===== src/rtl/nibble_serial_adder.sv =====
// Digit-serial adder: latches two operands, then adds one 4-bit digit per
// clock (least significant first) and holds the result until it is taken.
module nibble_serial_adder #(
  parameter int NIBBLES = 4
) (
  input  logic                   clk,
  input  logic                   rst_n,
  input  logic                   in_valid,
  output logic                   in_ready,
  input  logic [4*NIBBLES-1:0]   in_a,
  input  logic [4*NIBBLES-1:0]   in_b,
  input  logic                   in_cin,
  output logic                   out_valid,
  input  logic                   out_ready,
  output logic [4*NIBBLES-1:0]   out_sum,
  output logic                   out_cout,
  output logic                   busy
);

  localparam int W  = 4 * NIBBLES;
  localparam int IW = (NIBBLES > 1) ? $clog2(NIBBLES) : 1;

  localparam logic [1:0] S_IDLE = 2'd0;
  localparam logic [1:0] S_ADD  = 2'd1;
  localparam logic [1:0] S_DONE = 2'd2;

  logic [1:0]    r_state;
  logic [1:0]    w_state_next;
  logic [W-1:0]  r_a;
  logic [W-1:0]  r_b;
  logic [W-1:0]  r_sum;
  logic          r_carry;
  logic          r_cout;
  logic [IW-1:0] r_idx;

  logic          w_accept;
  logic          w_last;
  logic [3:0]    w_a_dig;
  logic [3:0]    w_b_dig;
  logic [4:0]    w_res;

  assign w_accept = in_valid && in_ready;
  assign w_last   = (r_idx >= IW'(NIBBLES - 1));
  assign w_a_dig  = r_a[int'(r_idx) * 4 +: 4];
  assign w_b_dig  = r_b[int'(r_idx) * 4 +: 4];
  assign w_res    = {1'b0, w_a_dig} + {1'b0, w_b_dig} + {4'd0, r_carry};

  assign out_sum  = r_sum;
  assign out_cout = r_cout;

  // State register
  always_ff @(posedge clk or negedge rst_n) begin
    if (!rst_n) begin
      r_state <= S_IDLE;
    end else begin
      r_state <= w_state_next;
    end
  end

  // Next-state logic; the unused encoding falls back to IDLE
  always_comb begin
    w_state_next = S_IDLE;
    case (r_state)
      S_IDLE:  w_state_next = w_accept ? S_ADD : S_IDLE;
      S_ADD:   w_state_next = w_last ? S_DONE : S_ADD;
      S_DONE:  w_state_next = out_ready ? S_IDLE : S_DONE;
      default: w_state_next = S_IDLE;
    endcase
  end

  // Handshake outputs; in_ready is also gated by reset so it reads 0 during reset
  always_comb begin
    in_ready  = rst_n && (r_state == S_IDLE);
    out_valid = (r_state == S_DONE);
    busy      = (r_state == S_ADD) || (r_state == S_DONE);
  end

  always_ff @(posedge clk or negedge rst_n) begin
    if (!rst_n) begin
      r_a     <= '0;
      r_b     <= '0;
      r_sum   <= '0;
      r_carry <= 1'b0;
      r_cout  <= 1'b0;
      r_idx   <= '0;
    end else begin
      case (r_state)
        S_IDLE: begin
          if (w_accept) begin
            r_a     <= in_a;
            r_b     <= in_b;
            r_carry <= in_cin;
            r_idx   <= '0;
            r_sum   <= '0;
            r_cout  <= 1'b0;
          end
        end
        S_ADD: begin
          r_sum[int'(r_idx) * 4 +: 4] <= w_res[3:0];
          r_carry                      <= w_res[4];
          // Index parks on the top digit so it never leaves range
          if (w_last) begin
            r_cout <= w_res[4];
          end else begin
            r_idx <= r_idx + 1'b1;
          end
        end
        default: begin
        end
      endcase
    end
  end

endmodule


===== config.mk =====
export PLATFORM = sky130hd
export DESIGN_NAME = nibble_serial_adder
export DESIGN_NICKNAME = d
export VERILOG_FILES = /design/src/rtl/nibble_serial_adder.sv
export SDC_FILE = /design/constraint.sdc
export NUM_CORES = 1
export LEC_CHECK = 0
export CORE_UTILIZATION = 51
export DETAILED_ROUTE_END_ITERATION = 8
export HOLD_SLACK_MARGIN = 0.05
export PLACE_DENSITY = 0.89
export SYNTH_ARGS = -nofsm -noshare
export SYNTH_HDL_FRONTEND = slang
export SYNTH_SLANG_ARGS = --single-unit

===== constraint.sdc =====
create_clock -name clk -period 3.25 [get_ports clk]
set_input_delay 0.65 -clock clk [delete_from_list [all_inputs] [get_ports clk]]
set_output_delay 0.65 -clock clk [all_outputs]
set_load 0.01 [all_outputs]

# Word-level counts from Yosys, hierarchy flattened

Index checks and enable logic that the tools add are counted.

Register bits: 54
Input port bits: 37
Output and inout port bits: 20
Word-level logic and storage cells: 45

$add $sub $neg: 4
Order comparisons: 1
Equal/unequal tests: 5
Shifts and indexed selects: 4
Multiplexer cells: 15
Reductions and logical operators: 9

Operators with widths:

| cell                    | count |
|---|---|
| $neg 4->33              | 1 |
| $shift 4x33->16 const A | 1 |
| $shiftx 4x33->16        | 1 |
| $pmux 16 s2             | 1 |
| $shiftx 16x5->4         | 2 |
| $bwmux 16               | 1 |
| $mux 16                 | 1 |
| $mux 2                  | 4 |
| $ne 2x2->1 const B      | 3 |
| $pmux 2 s3              | 1 |
| $reduce_and 3->1        | 2 |
| $add 4x4->5             | 1 |
| $add 5x1->5             | 1 |
| $mux 1                  | 4 |
| $pmux 1 s2              | 2 |
| $pmux 2 s2              | 1 |
| $reduce_and 2->1        | 2 |
| $add 2x1->2 const B     | 1 |
| $eq 2x1->1 const B      | 1 |
| $eq 2x2->1 const B      | 1 |
| $ge 2x2->1 const B      | 1 |
| $logic_and 1x1->1       | 2 |
| $logic_not 2->1         | 1 |
| $reduce_bool 2->1       | 1 |
| $logic_or 1x1->1        | 1 |

# Depth between registers and ports, before layout

Gate-level depths: netlist (run 1).

Word-level depth: 6
Gate-level depth with buffers: 7

# Worst setup path after synthesis (run 1)

Ideal clock, no wire load.

Path kind: register -> register
From: reg r_idx[0]
To: reg r_cout, in the netlist out_cout
Setup time: 0.128 ns
Data arrival time: 2.535 ns
Required time: 3.122 ns
Slack: 0.588 ns
Cell stages (with the launch flop): 8
Buffers on the path: 1
Period minus slack after synthesis: 2.662 ns
Cells stage by stage: dfrtp_1 > buf_2 > mux4_2 > fa_1 > fa_1 > a21oi_1 > o21ai_1 > mux2_1

Word-level cells in the longest chain between the ends: 5

Ends and longest elaborated chain:

| item                                      | line   | text |
|---|---|---|
| from (decl)                               | 34     | `logic [IW-1:0] r_idx;` |
| from (signal assigned)                    | 105    | `r_idx <= r_idx + 1'b1;` |
| $shiftx 16x5->4, on equally long branches | 44, 45 |  |
| $add 4x4->5                               | 46     | `assign w_res = {1'b0, w_a_dig} + {1'b0, w_b_dig} + {4'd0, r_carry};` |
| $add 5x1->5                               | 46     |  |
| $mux 1                                    | 102    | `if (w_last) begin` |
| $pmux 1 s2                                | 87     | `case (r_state)` |
| to (signal assigned)                      | 103    | `r_cout <= w_res[4];` |
| to (decl)                                 | 33     | `logic r_cout;` |

Several ways; a longest one is shown, not always the timed one. The select of a mux whose other input is x is not followed.
A chain may end at the register's enable or synchronous reset.

# Final worst setup path (run 1)

Ends and elaborated chain as after synthesis.

==> results of run 1 <==
[cell type report]
type	instances	area, µm²	area share (%)
clock buffers	5	68.8	2.04
flip-flops and latches	54	1350	40.1
well taps	70	87.6	2.60
inverters	7	26.3	0.780
clock inverters	2	10.0	0.297
repair buffers	60	586	17.4
multi-input cells	189	1240	36.8
[cells in the mapped netlist, types with 2 or more instances]
library cell  number  area share (%)
o22ai_1            2            0.47
nor2b_1            5             1.2
inv_1              7            0.98
a31o_1             2            0.65
and3_1             2            0.47
nor2_1             3            0.42
a22o_1             9             2.9
a21oi_1            5            0.93
and3b_1            2            0.65
ha_1              11             5.1
mux4_2             8             6.7
nand3_1            2            0.37
o21ai_1            2            0.37
o31a_1             2            0.65
or3_1              3            0.70
dfrtp_1           54              50
fa_1               2             1.5
nand2_1          100              14
o31ai_1            5             1.4
buf_2              5            0.93
clkbuf_1           4            0.56
nand3b_1           2            0.56
a32o_1             2            0.75
nand2b_1           4            0.93
[path summary, 6_finish.rpt]
kind	startpoint	end	slack [ns]	depth (start not counted)
max reg2reg	r_idx[0]	out_cout	0.50	6
min reg2reg	r_a[13]	r_a[13]	0.48	2
max in group asynchronous	rst_n	r_a[9]	2.12	2
max	r_idx[0]	out_cout	0.50	6
min in group clk	r_a[13]	r_a[13]	0.48	2
min	rst_n	out_sum[2]	0.29	1
[registers in the layout, summed over array words and instances, names as in the netlist]
register  cells
r_carry       1
r_b          16
r_a          16
r_idx         2
out_sum      16
out_cout      1
r_state       2
[metal layers]
layer	vias up	GRT usage, %
met5	-	0
met1	1012	30.3
met4	0	8.18
met3	9	3.93
met2	69	39.4
li1	993	-
[metrics by stage]
step	utilization (%)	hold slack (ns)	setup slack, ns	power [mW]	std cells
finish	66.4	0.292	0.504	2.98	387
global route	66.4	0.328	0.326	3.18	387
floorplan	-	0.354	0.588	2.14	261
global placement	64.8	0.456	0.581	2.54	380
CTS	66.4	0.304	0.466	2.98	387
detailed placement	64.8	0.460	0.499	2.62	380
[report_power, final]
group | internal (mW) | switching, mW | leakage [nW] | total [mW]
Clock | 0.145 | 0.209 | 0.0438 | 0.354
Combinational | 0.691 | 0.854 | 0.858 | 1.55
Sequential | 0.910 | 0.172 | 0.696 | 1.08
[cells by family after synthesis]
| kind of cell | synth area share [%] |
|---|---|
| muxes | 7.15 |
| DFF | 50.5 |
| buffers and inverters | 3.18 |
| adders and majority gates | 6.64 |
| xor gates and xnor gates | 0.655 |
| AOI/OAI and AO/OA | 10.8 |
| and+or+nand+nor | 21.1 |
[placed cells by master (no fill, tap or decap), types with 2 or more instances in the layout]
master / Yosys / routed
clkdlybuf4s50_1: 0 / 55
a22o_1: 9 / 9
a32o_1: 2 / 2
fa_1: 2 / 2
o21ai_1: 2 / 2
clkinv_2: 0 / 2
o31ai_1: 5 / 5
nand3_1: 2 / 2
clkbuf_8: 0 / 5
nor2b_1: 5 / 5
a21oi_1: 5 / 5
or3_1: 3 / 3
ha_1: 11 / 11
buf_4: 1 / 4
dfrtp_1: 54 / 54
nand3b_1: 2 / 2
mux4_2: 8 / 8
a31o_1: 2 / 2
and3b_1: 2 / 2
and3_1: 2 / 2
o22ai_1: 2 / 2
nand2b_1: 4 / 4
inv_1: 7 / 7
o31a_1: 2 / 2
nand2_1: 100 / 100
nor2_1: 3 / 3
[worst max-delay path: cells and delay by family (launching register included)]
family | cells | cell delay, ns
adder cells (fa/ha/maj) | 2 | 0.89
multiplexers | 2 | 0.86
AO/OA/AOI/OAI | 2 | 0.27
flip-flops | 1 | 0.60
==> results.sh, run 1 <==
export IMPL_async_reset_ff_share_pct=100
export IMPL_synth_cell_types=42
export IMPL_nNetsFinal=367
export IMPL_fill_cells=407
export IMPL_grt_max_degree=36
export IMPL_fmax_mhz=364
export IMPL_syn_cell_area_mm2=0.00268
export IMPL_slowest_delay_ns=0.60
export IMPL_drive_gt1_share_pct=6.94
export IMPL_arrival_ns=2.94
export IMPL_wl_mm=5.82
export IMPL_fin_crit_sh_pct=84.5
export IMPL_min_period_ns=2.75
export IMPL_worstMarginPinSlew_ns=0.608
export IMPL_leakagePower_nw=1.60
export IMPL_relSlewSlack_pct=59.1
export IMPL_place_detailed_hpwl_mm=4.24
export IMPL_setup_tns_ns=0
export IMPL_area_growth_pct=25.9
export IMPL_outcome="complete, no violations"
export IMPL_slowest_stage="dfrtp_1"
export IMPL_synth_nets=311
export IMPL_antenna_found_initial=0
export IMPL_wire_per_inst_um=15.0
export IMPL_p_per_area_mw_per_mm2=885
export IMPL_clk_pin_slew_ns=0.09
export IMPL_die_w_um=74.4
export IMPL_grt_usage_pct=23.3
export IMPL_cp_required_ns=3.45
export IMPL_met2_length_mm=2.93
export IMPL_die_height_um=74.4
export IMPL_grt_setup_unrepaired="no"
export IMPL_seq_area_frac_synth_pct=50.5
export IMPL_synthFlopType="dfrtp_1"
export IMPL_path_class="flop to flop"
export IMPL_ir_worst_vdd_uv=407
export IMPL_ctsResizeCount=0
export IMPL_grt_pass1_vias=2010
export IMPL_grt_ovfl_total=0
export IMPL_cts_tree="built"
export IMPL_drt_first_pass_iters=4
export IMPL_cts_hold_buf=0
export IMPL_drcViolationCount=0
export IMPL_clock_latency_ns=0.31
export IMPL_synth_seq_cells=54
export IMPL_start_kind="flop"
export IMPL_cts_root_buf="clkbuf_8"
export IMPL_synth_avg_cell_area_um2=10.3
export IMPL_dr_total_vias=2083
export IMPL_skew_ns=0.00885
export IMPL_placed_area_mm2=0.00329
export IMPL_portBuffers=56
export IMPL_antenna_cells=0
export IMPL_crit_chain="mux4_2 > fa_1 > fa_1 > a21oi_1 > o21ai_1 > mux2_1"
export IMPL_rows=26
export IMPL_cts_buffer_depth=2
export IMPL_syn_inst=261
export IMPL_ant_nets=0
export IMPL_hold_violations=0
export IMPL_worstHoldPathType="input pin to async pin"
export IMPL_routabilityCongestion=0.891
export IMPL_setup_viol=0
export IMPL_io_pins=57
export IMPL_viasPerCell=5.38
export IMPL_clock_sink_count=54
export IMPL_dieArea_mm2=0.00554
export IMPL_grt_first_pass_wirelength_mm=9.52
export IMPL_coreArea_mm2=0.00507
export IMPL_drtIter0Drc=163
export IMPL_start_util_pct=52.7
export IMPL_final_cell_area_mm2=0.00337
export IMPL_yosys_warnings=0
export IMPL_cts_buffers_inserted=5
export IMPL_critPathMaxFanout=8
export IMPL_cp_end_kind="flop"
export IMPL_drv_slew=0
export IMPL_synth_edf_count=0
export IMPL_top_layer="met4"
export IMPL_wl_met1_mm=2.56
export IMPL_cp_common_cell="fa_1"
export IMPL_cap_violations=0
export IMPL_cts_max_level=2
export IMPL_post_cts_setup_buffer_count=0
export IMPL_dr_wl_met3_um=239
No activity file was read; power rests on OpenSTA's default activity.
==> inputs of run 2 (changes only) <==
Clock period 3.25 ns to 2.9 ns, I/O delays scaled along.
==> run 2 against run 1 <==
Against the previous run: worst hold slack got worse by 0.076 ns; worst setup slack got worse by 0.28 ns; design area rose by 1.9%; first-iteration DRC count fell by 45%; count of clock-buffer cells in the layout rose by 1; combinational power rose by 12%; highest routed layer unchanged; via count rose by 1.8%; clock power rose by 44%; cell count rose by 1.0%; clock skew fell by 0.0020 ns; wire length fell by 2.3%.
==> results.sh, run 2 (synthesized netlist as in run 1, its figures left out) <==
export IMPL_outcome="complete, no violations"
export IMPL_antenna_found_initial=0
export IMPL_area_growth_pct=28.3
export IMPL_cp_depth=6
export IMPL_drt_first_pass_iters=4
export IMPL_regToRegStartpoint="r_idx[0]"
export IMPL_cts_buffers_inserted=5
export IMPL_worstMarginPinSlew_ns=0.504
export IMPL_drive_gt1_share_pct=8.10
export IMPL_clock_latency_ns=0.31
export IMPL_drtIter0Drc=89
export IMPL_endpoint="out_cout"
export IMPL_rows=26
export IMPL_die_w_um=74.4
export IMPL_drv_slew=0
export IMPL_utilization_pct=67.7
export IMPL_crit_start="r_idx[0]"
export IMPL_routabilityCongestion=0.850
export IMPL_multi_input_area_mm2=0.00124
export IMPL_worst_path_buf_inv=0
export IMPL_start_kind="flop"
export IMPL_rr_worst_depth=6
export IMPL_arrival_ns=2.87
export IMPL_setup_viol=0
export IMPL_dr_wl_met3_um=307
export IMPL_grt_setup_unrepaired="no"
export IMPL_cts_buffer_depth=2
export IMPL_wl_mm=5.69
export IMPL_fin_crit_sh_pct=92.2
export IMPL_cp_top_family="adder cells"
export IMPL_wire_per_inst_um=14.5
export IMPL_p_per_area_mw_per_mm2=1010
export IMPL_place_detailed_hpwl_mm=4.34
export IMPL_die_height_um=74.4
export IMPL_viasPerCell=5.42
export IMPL_clk_pin_slew_ns=0.09
export IMPL_crit_chain="mux4_2 > fa_1 > fa_1 > a21oi_1 > o21ai_1 > mux2_1"
export IMPL_cts_hold_buf=0
export IMPL_ir_worst_vdd_uv=495
export IMPL_path_class="flop to flop"
export IMPL_placed_area_mm2=0.00332
export IMPL_hold_violations=0
export IMPL_grt_usage_pct=23.0
export IMPL_start_util_pct=52.7
export IMPL_final_cell_area_mm2=0.00343
export IMPL_r2r_slack_ns=0.23
export IMPL_fill_cells=410
export IMPL_nNetsFinal=371
export IMPL_cp_required_ns=3.09
export IMPL_antenna_cells=0
export IMPL_leakagePower_nw=1.63
export IMPL_cts_root_buf="clkbuf_8"
export IMPL_fmax_mhz=374
export IMPL_relSlewSlack_pct=66.4
export IMPL_skew_ns=0.00686
export IMPL_clock_sink_count=54
export IMPL_cp_common_cell="fa_1"
export IMPL_worstHoldPathType="input pin to async pin"
export IMPL_ctsResizeCount=0
export IMPL_wl_met1_mm=2.41
export IMPL_slowest_delay_ns=0.56
export IMPL_grt_pass1_vias=2058
export IMPL_dr_total_vias=2121
export IMPL_ant_nets=0
export IMPL_cap_violations=0
export IMPL_dieArea_mm2=0.00554
export IMPL_coreArea_mm2=0.00507
export IMPL_final_cell_mix="nand2_1 (100), clkdlybuf4s50_1 (55), dfrtp_1 (54)"
export IMPL_rr_endpoint="out_cout"
export IMPL_cp_end_kind="flop"
export IMPL_top_layer="met4"
export IMPL_portBuffers=56
export IMPL_cts_tree="built"
export IMPL_io_pins=57
export IMPL_post_cts_setup_buffer_count=0
export IMPL_grt_first_pass_wirelength_mm=9.42
export IMPL_critPathMaxFanout=6
export IMPL_met2_length_mm=2.87
export IMPL_seq_area_mm2=0.00135
export IMPL_min_period_ns=2.67
export IMPL_grt_max_degree=42
export IMPL_whs_ns=0.215
export IMPL_drcViolationCount=0
export IMPL_final_common_cell="nand2_1"
export IMPL_grt_ovfl_total=0
export IMPL_slowest_stage="mux4_2"
export IMPL_cts_max_level=2
export IMPL_setup_tns_ns=0
## run 2: cell types whose count changed in the layout (fill, tap and decap cells not counted)
cell       before  now
buf_4           4    8
clkbuf_8        5    6
clkinv_2        2    0
bufinv_16       0    1
## run 2: area by class of cell
class / instances / area share [%]
Clock buffer: 6 / 2.41
Clock inverter: 1 / 0.875
Inverter: 7 / 0.765
Multi-Input combinational cell: 189 / 36.1
Sequential cell: 54 / 39.4
Tap cell: 70 / 2.55
Timing Repair Buffer: 64 / 17.9
## run 2: stage by stage
| stage | std cells | power (mW) | worst slack, ns |
|---|---|---|---|
| after floorplan | 261 | 2.40 | 0.238 |
| after detailed placement | 384 | 2.95 | 0.222 |
| after global routing | 391 | 3.70 | 0.106 |
| after global placement | 384 | 2.87 | 0.306 |
| after CTS | 391 | 3.47 | 0.206 |
| final | 391 | 3.45 | 0.226 |
## run 2: power by group
group | switching, mW | internal, mW
registers | 0.178 | 1.02
logic | 0.955 | 0.787
clock network | 0.235 | 0.276
total | 1.37 | 2.08
## run 2: how the worst min path moves through the flow
stage / start / to / cells past startpoint
floorplan: rst_n / out_cout / 0
global route: rst_n / r_b[11] / 2
CTS: rst_n / r_b[15] / 2
finish: rst_n / r_b[7] / 2
global placement: r_a[2] / r_a[2] / 2
detailed placement: r_a[8] / r_a[8] / 2
## run 2: layer usage
metal,vias up,GRT usage [%]
met3,9,5.28
met4,0,9.43
li1,1010,-
met5,-,0
met1,1029,28.6
met2,73,38.8
## run 2: worst register-to-register path: stages, from the launching register on
cell and delay (ns):
dfrtp_1 0.53, mux4_2 0.56, fa_1 0.45, fa_1 0.45, a21oi_1 0.16, o21ai_1 0.12, mux2_1 0.29
==> inputs of run 3 (changes only) <==
Settings changed: SLEW_MARGIN from default to 15.
==> results of run 3 <==
Final layout, timing and power as in run 2 (identical DEF).
